==> config.mk <==
export PLATFORM = sky130hd
export DESIGN_NAME = draw_pkt_serializer
export DESIGN_NICKNAME = d
export VERILOG_FILES = /design/src/rtl/draw_pkt_serializer.sv
export SDC_FILE = /design/constraint.sdc
export NUM_CORES = 1
export LEC_CHECK = 0
export ABC_AREA = 1
export CORE_ASPECT_RATIO = 1.5
export CORE_MARGIN = 3
export CORE_UTILIZATION = 55
export CTS_CLUSTER_DIAMETER = 100
export DETAILED_ROUTE_END_ITERATION = 7
export PLACE_DENSITY = 0.84
export SETUP_SLACK_MARGIN = 0.4
export SLEW_MARGIN = 10
export SYNTH_ARGS = -nofsm -noshare
export SYNTH_HDL_FRONTEND = slang
export SYNTH_SLANG_ARGS = --single-unit
export TNS_END_PERCENT = 1
==> constraint.sdc <==
create_clock -name clk_in -period 4 [get_ports clk_in]
set_input_delay 0.8 -clock clk_in [delete_from_list [all_inputs] [get_ports clk_in]]
set_output_delay 0.8 -clock clk_in [all_outputs]
set_load 0.03 [all_outputs]
==> src/rtl/draw_pkt_serializer.sv <==
// Frames one drawing sample as SYNC byte + payload bytes (LSB byte first), suppressing repeats of the last sent sample.
// Define DRAW_PKT_CHECKSUM_EN to append an XOR-of-payload checksum byte after the payload.
module draw_pkt_serializer #(
  parameter int unsigned X_WIDTH     = 9,
  parameter int unsigned Y_WIDTH     = 8,
  parameter int unsigned COLOR_WIDTH = 3,
  parameter logic [7:0]  SYNC_BYTE   = 8'hA5
) (
  input  logic                   clk_in,
  input  logic                   rst_n_in,
  input  logic [X_WIDTH-1:0]     x_in,
  input  logic [Y_WIDTH-1:0]     y_in,
  input  logic [COLOR_WIDTH-1:0] color_in,
  input  logic                   pen_down_in,
  input  logic                   sample_valid_in,
  output logic                   sample_ready_out,
  output logic [7:0]             byte_out,
  output logic                   byte_valid_out,
  input  logic                   byte_ready_in,
  output logic                   frame_done_out,
  output logic                   dropped_out
);

  localparam int unsigned PW        = X_WIDTH + Y_WIDTH + COLOR_WIDTH + 1;
  localparam int unsigned NUM_BYTES = (PW + 7) / 8;
  localparam int unsigned BW        = NUM_BYTES * 8;
  localparam int unsigned CNT_W     = (NUM_BYTES > 1) ? $clog2(NUM_BYTES) : 1;
  localparam logic [CNT_W-1:0] LAST_CNT = CNT_W'(NUM_BYTES - 1);

`ifdef DRAW_PKT_CHECKSUM_EN
  typedef enum logic [1:0] {S_IDLE, S_SYNC, S_PAYLOAD, S_CSUM} state_t;
`else
  typedef enum logic [1:0] {S_IDLE, S_SYNC, S_PAYLOAD} state_t;
`endif

  state_t           state_q, state_d;
  logic [PW-1:0]    sample_w;
  logic [PW-1:0]    last_q, last_d;
  logic             last_valid_q, last_valid_d;
  logic [BW-1:0]    shift_q, shift_d;
  logic [CNT_W-1:0] cnt_q, cnt_d;
  logic [7:0]       byte_q, byte_d;
  logic             byte_valid_q, byte_valid_d;
  logic             done_q, done_d;
  logic             drop_q, drop_d;
  logic             accept;
  logic             take;
`ifdef DRAW_PKT_CHECKSUM_EN
  logic [7:0]       csum_q, csum_d;
`endif

  assign sample_w         = {pen_down_in, color_in, y_in, x_in};
  assign sample_ready_out = (state_q == S_IDLE);
  assign accept           = sample_valid_in & sample_ready_out;
  assign take             = byte_valid_q & byte_ready_in;

  assign byte_out       = byte_q;
  assign byte_valid_out = byte_valid_q;
  assign frame_done_out = done_q;
  assign dropped_out    = drop_q;

  always_comb begin
    state_d      = state_q;
    last_d       = last_q;
    last_valid_d = last_valid_q;
    shift_d      = shift_q;
    cnt_d        = cnt_q;
    byte_d       = byte_q;
    byte_valid_d = byte_valid_q;
    done_d       = 1'b0;
    drop_d       = 1'b0;
`ifdef DRAW_PKT_CHECKSUM_EN
    csum_d       = csum_q;
`endif
    case (state_q)
      S_IDLE: begin
        if (accept) begin
          if (last_valid_q && (sample_w == last_q)) begin
            drop_d = 1'b1;
          end else begin
            state_d      = S_SYNC;
            last_d       = sample_w;
            last_valid_d = 1'b1;
            shift_d      = BW'(sample_w);
            cnt_d        = '0;
            byte_d       = SYNC_BYTE;
            byte_valid_d = 1'b1;
`ifdef DRAW_PKT_CHECKSUM_EN
            csum_d       = '0;
`endif
          end
        end
      end
      S_SYNC: begin
        if (take) begin
          state_d = S_PAYLOAD;
          byte_d  = shift_q[7:0];
          shift_d = shift_q >> 8;
        end
      end
      S_PAYLOAD: begin
        if (take) begin
`ifdef DRAW_PKT_CHECKSUM_EN
          csum_d = csum_q ^ byte_q;
`endif
          if (cnt_q == LAST_CNT) begin
`ifdef DRAW_PKT_CHECKSUM_EN
            state_d = S_CSUM;
            byte_d  = csum_q ^ byte_q;
`else
            state_d      = S_IDLE;
            byte_valid_d = 1'b0;
            done_d       = 1'b1;
`endif
          end else begin
            cnt_d   = cnt_q + 1'b1;
            byte_d  = shift_q[7:0];
            shift_d = shift_q >> 8;
          end
        end
      end
`ifdef DRAW_PKT_CHECKSUM_EN
      S_CSUM: begin
        if (take) begin
          state_d      = S_IDLE;
          byte_valid_d = 1'b0;
          done_d       = 1'b1;
        end
      end
`endif
      default: begin
        state_d      = S_IDLE;
        byte_valid_d = 1'b0;
      end
    endcase
  end

  // Reset aborts any frame in flight and forgets the last sample, so the next one is always sent.
  always_ff @(posedge clk_in or negedge rst_n_in) begin
    if (!rst_n_in) begin
      state_q      <= S_IDLE;
      last_q       <= '0;
      last_valid_q <= 1'b0;
      shift_q      <= '0;
      cnt_q        <= '0;
      byte_q       <= '0;
      byte_valid_q <= 1'b0;
      done_q       <= 1'b0;
      drop_q       <= 1'b0;
`ifdef DRAW_PKT_CHECKSUM_EN
      csum_q       <= '0;
`endif
    end else begin
      state_q      <= state_d;
      last_q       <= last_d;
      last_valid_q <= last_valid_d;
      shift_q      <= shift_d;
      cnt_q        <= cnt_d;
      byte_q       <= byte_d;
      byte_valid_q <= byte_valid_d;
      done_q       <= done_d;
      drop_q       <= drop_d;
`ifdef DRAW_PKT_CHECKSUM_EN
      csum_q       <= csum_d;
`endif
    end
  end

endmodule
==> results.toml <==
[detailed_routing]
postRouteAntennaNets = 0
via_per_inst = 5.36
drt-total-wl_um = 7740
drc = 0
num_vias = 2980
firstDrtPassIters = 5
drt-wirelength-per-cell_um = 13.9
drt_iter0_drc = 217

[global_route]
antenna_found_initial = 0
grtUsageMet3 = 0.0576
met1_usage = 0.313
grt_start_max_net_pins = 44
grt-busiest-layer = "met2"
grt_pass1_vias = 2817
grt_pass1_wl_um = 12900
overflow = 0
use_met2 = 0.396
grtUsageTotal = 0.251

[setup_path]
worstPathMaxFanout = 7
start_kind = "register"
crit_path_end_kind = "output pin"
critPathRequiredTime_ns = 3.20
worstPathArrival_ns = 1.97
critPathKind = "register to output pin"

[power]
power_density_mw_per_mm2 = 820
p_total_uw = 3110
p_comb_frac = 0.477
p_leak_uw = 0.00203
vdd_drop_max_uv = 439
swShare = 0.445
power.internal_uw = 1730
power_switching_uw = 1390
power_frac_seq = 0.329
clkPwrFrac = 0.194

[cells_and_area]
diodes = 0
final_core_util = 0.681
final_common_cell = "nand2_1"
final_cell_mix = "nand2_1 (182), dfrtp_1 (58), inv_1 (49), nand4_1 (37), o21ai_0 (37)"
area_growth_pct = 18.2
nFillCells = 481
drive_gt1_frac = 0.0700
final_nets = 511

[clock_tree]
clk_latency_ns = 0.35
post_cts_buffers = 0
cts_buffers = 9
root_buffer = "clkbuf_8"
clkSinkCount = 58
cts_hold_repair.buffers = 0
cts_buffer_depth = 2
htreeDepth = 3
cts_resized = 0
cts_tree = "yes"
clk_pin_slew_ns = 0.07

[floorplan]
dieWidth_um = 68.4
die_y_um = 99.6
rows = 33
ioPinCount = 37
die-area_mm2 = 0.00681
core_area_mm2 = 0.00557
start_util = 0.576

[sta]
fmax_mhz = 361
finalCritPeriodShare = 0.693
hold_viol_final = 0
rsz0062_at_grt = "false"
drv_slew = 0
maxSlewHeadroom = 0.194
layout_min_cycle_time_ns = 2.77
tightest_slew_ns = 1.21
setup-violations-final = 0
fin_ws_ns = 1.23
fin_tns_setup_ns = 0
worst_clock_skew_ns = 0.00914

[synthesis]
syn_avg_cell_area_um2 = 7.10
yosys_register_bits = 58
synth_fa_ha_area_frac = 0.0195
synth-simple-area-share = 0.365
synth.cell_area_mm2 = 0.00321
yosysWarningCount = 0
synth_compound_area_frac = 0.0624
synth_xor_xnor_area_share = 0.00273
netlist_instances = 452
synth_top_family_by_area = "simple AND/OR/NAND/NOR gates"
yosys-mux-area-fraction = 0
syn_nets = 482
synth.distinct_cells = 24
yosysSeqAreaShare = 0.452

[run_status]
status = "complete, no violations"

[placement]
dp_worst_setup_slack_ns = 1.02
dp_hpwl_um = 5270
io_buffer_count = 36
gp_congestion = 0.856

[job]
drv_cap = 0

[hold_path]
hold_path.class = "register to register"
-- worst max-delay path, cell delays in order (launching register included) --
cell and delay [ns]:
dfrtp_1 0.42, inv_1 0.10, ha_1 0.37, clkdlybuf4s50_1 0.74
-- per-stage QoR --
step / instance area (µm²) / instances / hold slack (ns)
2_1_floorplan: 3210 / 452 / 0.442
3_3_place_gp: 3580 / 540 / 0.452
3_5_place_dp: 3580 / 540 / 0.458
4_1_cts: 3790 / 556 / 0.476
5_1_grt: 3790 / 556 / 0.498
6_report: 3790 / 556 / 0.470
-- synth_stat cells --
cell      instances  area [µm²]
a21oi_1           2        10.0
and2_1            1        6.26
buf_1             1        3.75
buf_2             6        30.0
buf_6             2        22.5
clkbuf_1         12        45.0
clkbuf_2          1        5.00
dfrtp_1          58        1450
ha_1              5        62.6
inv_1            49         184
inv_2             7        26.3
nand2_1         182         683
nand3_1           7        35.0
nand3_2           2        20.0
nand4_1          37         231
nand4_4           1        21.3
nor2_1           31         116
nor2_2            3        18.8
nor3_1            4        20.0
nor3_2            1        10.0
nor3b_1           1        7.51
o21ai_0          37         185
o21ai_1           1        5.00
xnor2_1           1        8.76
-- sequential cells by signal (all words and copies together), names as in the netlist --
signal,cells
last_q,21
shift_q,21
byte_out,8
cnt_q,2
state_q,2
byte_valid_out,1
dropped_out,1
frame_done_out,1
last_valid_q,1
-- cell type report --
| cell class | instances | area [µm²] | share of cell area |
|---|---|---|---|
| multi-input combinational | 316 | 1440 | 0.380 |
| clock buffer | 10 | 128 | 0.0336 |
| timing repair buffer | 40 | 385 | 0.102 |
| inverter | 56 | 210 | 0.0554 |
| tap | 70 | 87.6 | 0.0231 |
| sequential | 58 | 1450 | 0.383 |
| clock inverter | 6 | 90.1 | 0.0237 |
-- routing by layer --
| metal | share of wire | wire length (µm) |
|---|---|---|
| met1 | 0.39 | 3050 |
| met5 | 0 | 0 |
| met3 | 0.047 | 367 |
| met2 | 0.51 | 3970 |
| met4 | 0.044 | 340 |
-- path summary, 6_finish.rpt --
path / start / endpoint / slack, ns / depth (start not counted)
max: state_q[0] / sample_ready_out / 1.23 / 3
min: byte_out[6] / byte_out[6] / 0.47 / 2
max reg2reg: state_q[0] / shift_q[16] / 1.53 / 9
min reg2reg: byte_out[6] / byte_out[6] / 0.47 / 2
max in group asynchronous: rst_n_in / shift_q[18] / 2.64 / 2
min in group asynchronous: rst_n_in / byte_out[3] / 0.57 / 1
-- power groups by stage --
stage | combinational (µW) | sequential (µW) | clock (µW)
after floorplan | 1060 | 1080 | 0
after global placement | 1430 | 1010 | 0
after detailed placement | 1470 | 1030 | 0
after CTS | 1490 | 1020 | 609
after global routing | 1680 | 1050 | 644
final | 1480 | 1020 | 603
-- cells by family after synthesis --
kind of cell / after synthesis
AOI/OAI and AO/OA: 40
xor gates and xnor gates: 1
adders and majority gates: 5
buffers and inverters: 78
DFF: 58
and+or+nand+nor: 270
No activity file was read; power rests on OpenSTA's default activity.
